$ cat src/rtl/sap_loader_pkg.sv
// Shared constants and helpers for the SAP front-panel loader.
// Inc/dec FSM state encoding plus select and repeat-counter width helpers.
package sap_loader_pkg;

  localparam logic [1:0] ST_IDLE   = 2'd0;
  localparam logic [1:0] ST_HOLD   = 2'd1;
  localparam logic [1:0] ST_REPEAT = 2'd2;

  function automatic int sel_w(input int n);
    return (n > 1) ? $clog2(n) : 1;
  endfunction

  // Counter only ever holds values up to max(delay, rate) - 1.
  function automatic int cnt_w(input int d, input int r);
    int m;
    m = (d > r) ? d : r;
    return (m > 1) ? $clog2(m) : 1;
  endfunction

endpackage

$ cat src/rtl/sap_press_detect.sv
// Press edge detector for one debounced active-low button.
// Ports: clk, reset, btn_n_i (0 = pressed), press_o (new press), held_o.
module sap_press_detect (
  input  logic clk,
  input  logic reset,
  input  logic btn_n_i,
  output logic press_o,
  output logic held_o
);

  // History resets to "pressed" so a button held through
  // reset must be released before it can register a press.
  logic hist_q;

  always_ff @(posedge clk) begin
    if (reset) hist_q <= 1'b0;
    else       hist_q <= btn_n_i;
  end

  assign held_o  = ~btn_n_i;
  assign press_o = ~btn_n_i & hist_q;

endmodule

$ cat src/rtl/sap_manual_loader.sv
// Front-panel entry value, register select and one-shot bus load.
// Ports: clk, reset, btn_inc_n/btn_sel_n/btn_load_n (active low),
//   btn_dec_n when SAP_LOADER_DEC_EN is defined;
//   value, sel, bus_data, bus_oe, load (one-hot strobe).
module sap_manual_loader
  import sap_loader_pkg::*;
#(
  parameter  int WIDTH        = 8,
  parameter  int NUM_REGS     = 2,
  parameter  int REPEAT_DELAY = 12000000,
  parameter  int REPEAT_RATE  = 3000000,
  localparam int SEL_W        = sel_w(NUM_REGS)
) (
  input  logic                clk,
  input  logic                reset,
  input  logic                btn_inc_n,
`ifdef SAP_LOADER_DEC_EN
  input  logic                btn_dec_n,
`endif
  input  logic                btn_sel_n,
  input  logic                btn_load_n,
  output logic [WIDTH-1:0]    value,
  output logic [SEL_W-1:0]    sel,
  output logic [WIDTH-1:0]    bus_data,
  output logic                bus_oe,
  output logic [NUM_REGS-1:0] load
);

  localparam int CW = cnt_w(REPEAT_DELAY, REPEAT_RATE);
  localparam logic [CW-1:0] DLY_LAST = CW'(REPEAT_DELAY - 1);
  localparam logic [CW-1:0] RATE_LAST = CW'(REPEAT_RATE - 1);
  localparam logic [SEL_W-1:0] SEL_LAST = SEL_W'(NUM_REGS - 1);

  logic inc_press, inc_held;
  logic sel_press, sel_held_unused;
  logic ld_press, ld_held_unused;

  sap_press_detect u_inc (
    .clk(clk), .reset(reset), .btn_n_i(btn_inc_n),
    .press_o(inc_press), .held_o(inc_held)
  );
  sap_press_detect u_sel (
    .clk(clk), .reset(reset), .btn_n_i(btn_sel_n),
    .press_o(sel_press), .held_o(sel_held_unused)
  );
  sap_press_detect u_load (
    .clk(clk), .reset(reset), .btn_n_i(btn_load_n),
    .press_o(ld_press), .held_o(ld_held_unused)
  );

  logic [1:0]          state_q, state_d;
  logic [CW-1:0]       cnt_q, cnt_d;
  logic [WIDTH-1:0]    value_q, value_d;
  logic [SEL_W-1:0]    sel_q, sel_d;
  logic                oe_q;
  logic [NUM_REGS-1:0] ld_q, ld_d;
  logic [WIDTH-1:0]    data_q;
  logic                step;
  logic                run_held;

`ifdef SAP_LOADER_DEC_EN
  logic dec_press, dec_held;
  logic dir_q, dir_d;
  logic up;

  sap_press_detect u_dec (
    .clk(clk), .reset(reset), .btn_n_i(btn_dec_n),
    .press_o(dec_press), .held_o(dec_held)
  );
`endif

  always_comb begin
    state_d = state_q;
    cnt_d   = cnt_q;
    step    = 1'b0;
`ifdef SAP_LOADER_DEC_EN
    dir_d    = dir_q;
    up       = dir_q;
    run_held = dir_q ? inc_held : dec_held;
`else
    run_held = inc_held;
`endif
    unique case (state_q)
      ST_IDLE: begin
        cnt_d = '0;
`ifdef SAP_LOADER_DEC_EN
        if (inc_press && !dec_held) begin
          step    = 1'b1;
          up      = 1'b1;
          dir_d   = 1'b1;
          state_d = ST_HOLD;
        end else if (dec_press && !inc_held) begin
          step    = 1'b1;
          up      = 1'b0;
          dir_d   = 1'b0;
          state_d = ST_HOLD;
        end
`else
        if (inc_press) begin
          step    = 1'b1;
          state_d = ST_HOLD;
        end
`endif
      end
      ST_HOLD: begin
        if (!run_held) begin
          state_d = ST_IDLE;
          cnt_d   = '0;
        end else if (cnt_q == DLY_LAST) begin
          step    = 1'b1;
          cnt_d   = '0;
          state_d = ST_REPEAT;
        end else begin
          cnt_d = cnt_q + 1'b1;
        end
      end
      ST_REPEAT: begin
        if (!run_held) begin
          state_d = ST_IDLE;
          cnt_d   = '0;
        end else if (cnt_q == RATE_LAST) begin
          step  = 1'b1;
          cnt_d = '0;
        end else begin
          cnt_d = cnt_q + 1'b1;
        end
      end
      default: begin
        state_d = ST_IDLE;
        cnt_d   = '0;
      end
    endcase
`ifdef SAP_LOADER_DEC_EN
    // Both buttons down: park in IDLE until a fresh single press.
    if (inc_held && dec_held) begin
      state_d = ST_IDLE;
      cnt_d   = '0;
      step    = 1'b0;
      dir_d   = dir_q;
    end
`endif
  end

  always_comb begin
    value_d = value_q;
`ifdef SAP_LOADER_DEC_EN
    if (step) value_d = up ? value_q + 1'b1 : value_q - 1'b1;
`else
    if (step) value_d = value_q + 1'b1;
`endif
  end

  always_comb begin
    sel_d = sel_q;
    if (sel_press) sel_d = (sel_q == SEL_LAST) ? '0 : sel_q + 1'b1;
  end

  // Strobe targets the pre-update select value.
  always_comb begin
    ld_d = '0;
    if (ld_press) ld_d[sel_q] = 1'b1;
  end

  always_ff @(posedge clk) begin
    if (reset) begin
      state_q <= ST_IDLE;
      cnt_q   <= '0;
      value_q <= '0;
      sel_q   <= '0;
      oe_q    <= 1'b0;
      ld_q    <= '0;
      data_q  <= '0;
    end else begin
      state_q <= state_d;
      cnt_q   <= cnt_d;
      value_q <= value_d;
      sel_q   <= sel_d;
      oe_q    <= ld_press;
      ld_q    <= ld_d;
      data_q  <= ld_press ? value_q : '0;
    end
  end

`ifdef SAP_LOADER_DEC_EN
  always_ff @(posedge clk) begin
    if (reset) dir_q <= 1'b1;
    else       dir_q <= dir_d;
  end
`endif

  assign value    = value_q;
  assign sel      = sel_q;
  assign bus_oe   = oe_q;
  assign load     = ld_q;
  assign bus_data = data_q;

endmodule

$ cat config.mk
export PLATFORM = sky130hd
export DESIGN_NAME = sap_manual_loader
export DESIGN_NICKNAME = d
export VERILOG_FILES = /design/src/rtl/sap_loader_pkg.sv /design/src/rtl/sap_press_detect.sv /design/src/rtl/sap_manual_loader.sv
export SDC_FILE = /design/constraint.sdc
export NUM_CORES = 1
export LEC_CHECK = 0
export CAP_MARGIN = 10
export CORE_UTILIZATION = 45
export CTS_CLUSTER_SIZE = 28
export DETAILED_ROUTE_END_ITERATION = 10
export HOLD_SLACK_MARGIN = 0.08
export PLACE_DENSITY_LB_ADDON = 0.25
export SLEW_MARGIN = 10
export SYNTH_ARGS = -nofsm -noshare
export SYNTH_HDL_FRONTEND = slang
export SYNTH_SLANG_ARGS = --single-unit
$ cat constraint.sdc
create_clock -name clk -period 4.5 [get_ports clk]
set_input_delay 0.45 -clock clk [delete_from_list [all_inputs] [get_ports clk]]
set_output_delay 0.45 -clock clk [all_outputs]
set_load 0.1 [all_outputs]
# After elaboration in Yosys (flattened, before gate mapping)
# Cells that the tools add are included.
dict set report word_totals {
  ff_bits 49
  word_cells 52
  in_bits 5
}
dict set report op_classes {
  mux 19
  n_lt_le_gt_ge 2
  n_eq_ne 7
  bitwise_logic 7
  n_reduce_logical 4
  add_sub_neg 3
}
# operator n
set ops {}
lappend ops {{2-to-1 mux 24 bit} 4}
lappend ops {{case mux 24 bit (2 select lines)} 1}
lappend ops {{adder 24 x 1 -> 24 bit (second input constant)} 1}
lappend ops {{equality test 24 x 22 -> 1 bit (second input constant)} 1}
lappend ops {{equality test 24 bit (second input constant)} 1}
lappend ops {{adder 8 x 1 -> 8 bit (second input constant)} 1}
lappend ops {{2-to-1 mux 2 bit} 4}
lappend ops {{2-to-1 mux 1 bit} 7}
lappend ops {{case mux 2 bit (3 select lines)} 1}
lappend ops {{inequality test 2 bit (second input constant)} 2}
lappend ops {{NOT 1 bit} 4}
lappend ops {{bitwise AND 1 bit} 3}
lappend ops {{inequality test 3 bit (second input constant)} 1}
lappend ops {{case mux 1 bit (3 select lines)} 1}
lappend ops {{AND reduction 3 bit} 1}
lappend ops {{equality test 2 x 1 -> 1 bit (second input constant)} 1}
lappend ops {{equality test 2 bit (second input constant)} 1}
lappend ops {{zero test 2 bit} 1}
lappend ops {{less-than comparator 1 x 2 -> 1 bit (second input constant)} 1}
lappend ops {{OR reduction 2 bit} 1}
lappend ops {{adder 1 bit (second input constant)} 1}
lappend ops {{demux 1 bit (select 1 bit)} 1}
lappend ops {{>= comparator 1 bit (second input constant)} 1}
lappend ops {{logical AND 1 bit} 1}

# Depth between registers and ports, before layout
dict set report depth {
  ltp_word 4
  ltp_mapped 8
  depth_no_buf 7
}

# Modules after synthesis
# From an unflattened synthesis, not the netlist that was laid out.
dict set report unflattened {
  hier_cells 238
  area_unflattened_um2 2170.8
}
# mod seq_area_each_um2 cells_per_inst area_per_inst_um2 n_inst
set by_module_without_submodules {}
lappend by_module_without_submodules {sap_manual_loader 920.9 226 2054.5 1}
lappend by_module_without_submodules {sap_press_detect 20.0 4 38.8 3}

# Worst setup path after synthesis
# OpenSTA, ideal clock, no wires.
dict set report synth_timing {
  path_type {flip-flop to flip-flop}
  startpoint {register value_q[2] (netlist: value[2])}
  endpoint {register value_q[7] (netlist: value[7])}
  path_slack_ps 2292
  path_stages_with_launch 6
  t_arrival_ps 2084
  setup_time_ps 123
  period_less_slack_ps 2208
  cell_sequence {dfxtp_1 -> nand2_1 -> nor3b_1 -> nand4_1 -> a21oi_1 -> mux2_1}
}
dict set report synth_between {
  elab_chain_cells 1
}
# element line_no
set synth_lines {}
lappend synth_lines {{from (decl)} sap_manual_loader.sv:53} ;# logic [WIDTH-1:0] value_q, value_d;
lappend synth_lines {{from (signal assigned)} sap_manual_loader.sv:176} ;# value_q <= value_d;
lappend synth_lines {{adder 8 x 1 -> 8 bit} sap_manual_loader.sv:149} ;# if (step) value_d = value_q + 1'b1;
# Every way passes these cells.
# A chain may end at the register's enable or synchronous reset.

# Final worst setup path
dict set report layout_timing {
  startpoint {register cnt_q[10]}
  endpoint {register cnt_q[11]}
}
dict set report layout_between {
  elab_chain_cells 4
  word_cells_on_any_way 8
}
# element line_no
set layout_lines {}
lappend layout_lines {{from (decl)} sap_manual_loader.sv:52} ;# logic [CW-1:0] cnt_q, cnt_d;
lappend layout_lines {{from (signal assigned)} sap_manual_loader.sv:175} ;# cnt_q <= cnt_d;
lappend layout_lines {{adder 24 x 1 -> 24 bit (tied with other cells)} {sap_manual_loader.sv:114, sap_manual_loader.sv:125}}
lappend layout_lines {{2-to-1 mux 24 bit (on tied branches)} {sap_manual_loader.sv:121, sap_manual_loader.sv:109}}
lappend layout_lines {{2-to-1 mux 24 bit (on tied branches)} {sap_manual_loader.sv:118, sap_manual_loader.sv:106}}
lappend layout_lines {{case mux 24 bit (2 select lines) (*)} sap_manual_loader.sv:83} ;# unique case (state_q)
# Mark *: on every way between the ends. The rest lies on a longest branch, timed or not.

==> out/qor.csv <==
stage,metric,value,unit
synth,syn_nets,252,
cells_and_area,fin_cells,331,
cells_and_area,layout_common_cells,"dfxtp_1, nor2_1, clkdlybuf4s50_1",
pwr,fin_total_pwr,0.724,mW
global_routing,grtUsageTotal,16.1,%
worst_setup_path,worst-path-buf-inv,0,
outcome,status,"complete, no violations",
clock_network,clock_sinks,49,
hold_path,min_path_type,register to register,
global_routing,grt_pass1_wl,6530,um
placed_design,place_ws,1.99,ns
sta,worst_pin_slew,0.965,ns
sta,final.setup.tns,0,ns
sta,min_period,2.39,ns
worst_setup_path,timing.critical_path.max_delay_family,simple AND/OR/NAND/NOR gates,
worst_setup_path,cp.depth,5,
worst_setup_path,cpPeakStageDelay,0.77,ns
synth,synth_edf_count,0,
clock_network,hold_buffers,0,
cells_and_area,diodes,0,
sta,worst_hold_slack,0.445,ns
global_routing,grt_overflow_total,0,
die,rows,25,
route,num_vias,1618,
synth,async_flop_share,0,%
worst_setup_path,rr_startpoint,cnt_q[10],
worst_setup_path,r2r-end,cnt_q[11],
worst_setup_path,critPathLaunchType,register,
global_routing,grt_max_degree,27,
placed_design,port_buffers,24,
placed_design,finalWeightedCongestion,0.754,
global_routing,grt_pass1_vias,1493,
route,drtIter0Drc,58,
pwr,ir_worst_vdd,0.181,mV
die,initial_core_util,46.8,%
synth,ys_warn_count,0,
route,drc_errors,0,
clock_network,cts_tree,yes,
clock_network,cts_buffers,5,
cells_and_area,final_common_cell,dfxtp_1,
sta,rsz0062_at_grt,false,
synth,ys.flop_type,dfxtp_1,
clock_network,clk_pin_slew,0.08,ns
flow_run,maxCapViolations,0,
pwr,p_leak,0.896,nW
route,wirelength,3670,um
cells_and_area,drive_gt1_share,5.30,%
cells_and_area,area.growth.synth_to_final,16.7,%
route,dr.pass1.iters,4,
sta,slew_viol_final,0,
worst_setup_path,path_class,register to register,
sta,setup_viol,0,
clock_network,cts_max_level,2,
sta,fin_ws,2.11,ns
clock_network,clockRootBuffer,clkbuf_8,
sta,hold_viol,0,
synth,ys_seq_elements,49,
worst_setup_path,r2r_slack,2.11,ns
cells_and_area,nFillCells,449,
die,die_x,72.1,um
clock_network,cts_setup_buffers,0,
pwr,p_per_area,281,mW/mm^2
synth,yosysSeqAreaShare,44.4,%
synth,ys_types,40,
worst_setup_path,crit_fanout,24,
clock_network,cts_resized,0,
worst_setup_path,cp.required,4.65,ns
cells_and_area,final_core_util,54.6,%
die,core_area,0.00472,mm^2
cells_and_area,multi_input_area,0.00116,mm^2
sta,period_share,53.2,%
clock_network,insertion_delay,0.30,ns
worst_setup_path,worst_ep_arrival_time,2.54,ns
synth,synthCells,241,
route,antenna_left,0,
die,ioPinCount,25,
worst_setup_path,r2r.worst_path.cells,5,
synth,avgSynthCellArea,9.17,um^2
global_routing,antenna_found_initial,0,
worst_setup_path,cpMaxStageDelayCell,o21ai_2,
placed_design,place_area,0.00250,mm^2
synth,synth_area,0.00221,mm^2
route,wl_per_cell,11.1,um
worst_setup_path,end_kind,register,
sta,timing.fmax,0.418,GHz
clock_network,clk_path_buf_depth,2,
cells_and_area,final-seq-area,981,um^2
cells_and_area,final_area,0.00258,mm^2
route,viasPerCell,4.89,
die,dieArea,0.00520,mm^2
worst_setup_path,worstPathCellList,or4b_4 -> nor4_4 -> a21oi_1 -> o21ai_2 -> nor2_1,
cells_and_area,fin_nets,274,
sta,slew_headroom,35.5,%
placed_design,dp_cells,323,
sta,skew,0.00510,ns
placed_design,dp_hpwl,2580,um
worst_setup_path,critPathCapture,cnt_q[11],
worst_setup_path,critPathLaunch,cnt_q[10],
die,chipHeight,72.1,um
-- cell families after synthesis --
group | share of synthesized area (%)
buffers and inverters | 3.06
xor gates and xnor gates | 9.11
DFF | 44.4
and+or+nand+nor | 30.4
AOI/OAI and AO/OA | 5.60
adders and majority gates | 3.40
muxes | 4.02
-- cell type report --
| type | count | share of cell area [%] |
|---|---|---|
| Timing Repair Buffer | 24 | 9.31 |
| Tap cell | 67 | 3.25 |
| Clock buffer | 6 | 2.81 |
| Multi-Input combinational cell | 175 | 45.1 |
| Inverter | 8 | 1.16 |
| Clock inverter | 2 | 0.388 |
| Sequential cell | 49 | 38.0 |
-- cell usage after synthesis, types with 2 or more instances --
library cell   n  area share [%]
a21oi_1        6             1.4
and2_1        11             3.1
and3_1         5             1.4
and3b_1        2            0.79
and4_1         2            0.79
buf_2          3            0.68
clkbuf_1       6             1.0
dfxtp_1       49              44
ha_1           6             3.4
inv_1          8             1.4
mux2_1         7             3.6
nand2_1       10             1.7
nand2b_1       7             2.0
nand3_1        8             1.8
nand3b_1       2            0.68
nand4_1        4             1.1
nor2_1        36             6.1
nor2b_1       14             4.0
nor3_1         8             1.8
nor3b_1        3             1.0
nor4_1         4             1.1
xnor2_1       17             6.7
xor2_1         6             2.4
-- flip-flops by register name, summed over array words and instances, names as in the netlist, 2 cells and up --
register / count
cnt_q: 24
bus_data: 8
value: 8
load: 2
state_q: 2
-- where the power goes --
part / leakage, nW / switching [mW] / internal [mW] / total, mW
Clock: 0.0450 / 0.138 / 0.108 / 0.246
Combinational: 0.456 / 0.0253 / 0.0133 / 0.0386
Sequential: 0.396 / 0.00235 / 0.437 / 0.439
Total: 0.896 / 0.166 / 0.558 / 0.724
-- layer usage --
metal	routed length (um)	vias to the layer above	GRT usage, %
li1	-	851	-
met1	1750	738	18.4
met2	1740	23	27.9
met3	121	6	4.58
met4	62	0	7.19
met5	0	-	0
-- how the worst min path moves through the flow --
stage / start / to / slack (ns) / depth (start not counted)
2_1_floorplan: cnt_q[0] / cnt_q[0] / 0.41 / 1
3_3_place_gp: cnt_q[0] / cnt_q[0] / 0.42 / 1
3_5_place_dp: cnt_q[0] / cnt_q[0] / 0.43 / 1
4_1_cts: cnt_q[0] / cnt_q[0] / 0.44 / 1
5_1_grt: cnt_q[0] / cnt_q[0] / 0.45 / 1
6_report: cnt_q[0] / cnt_q[0] / 0.45 / 1
(Power assumes the default switching activity.)
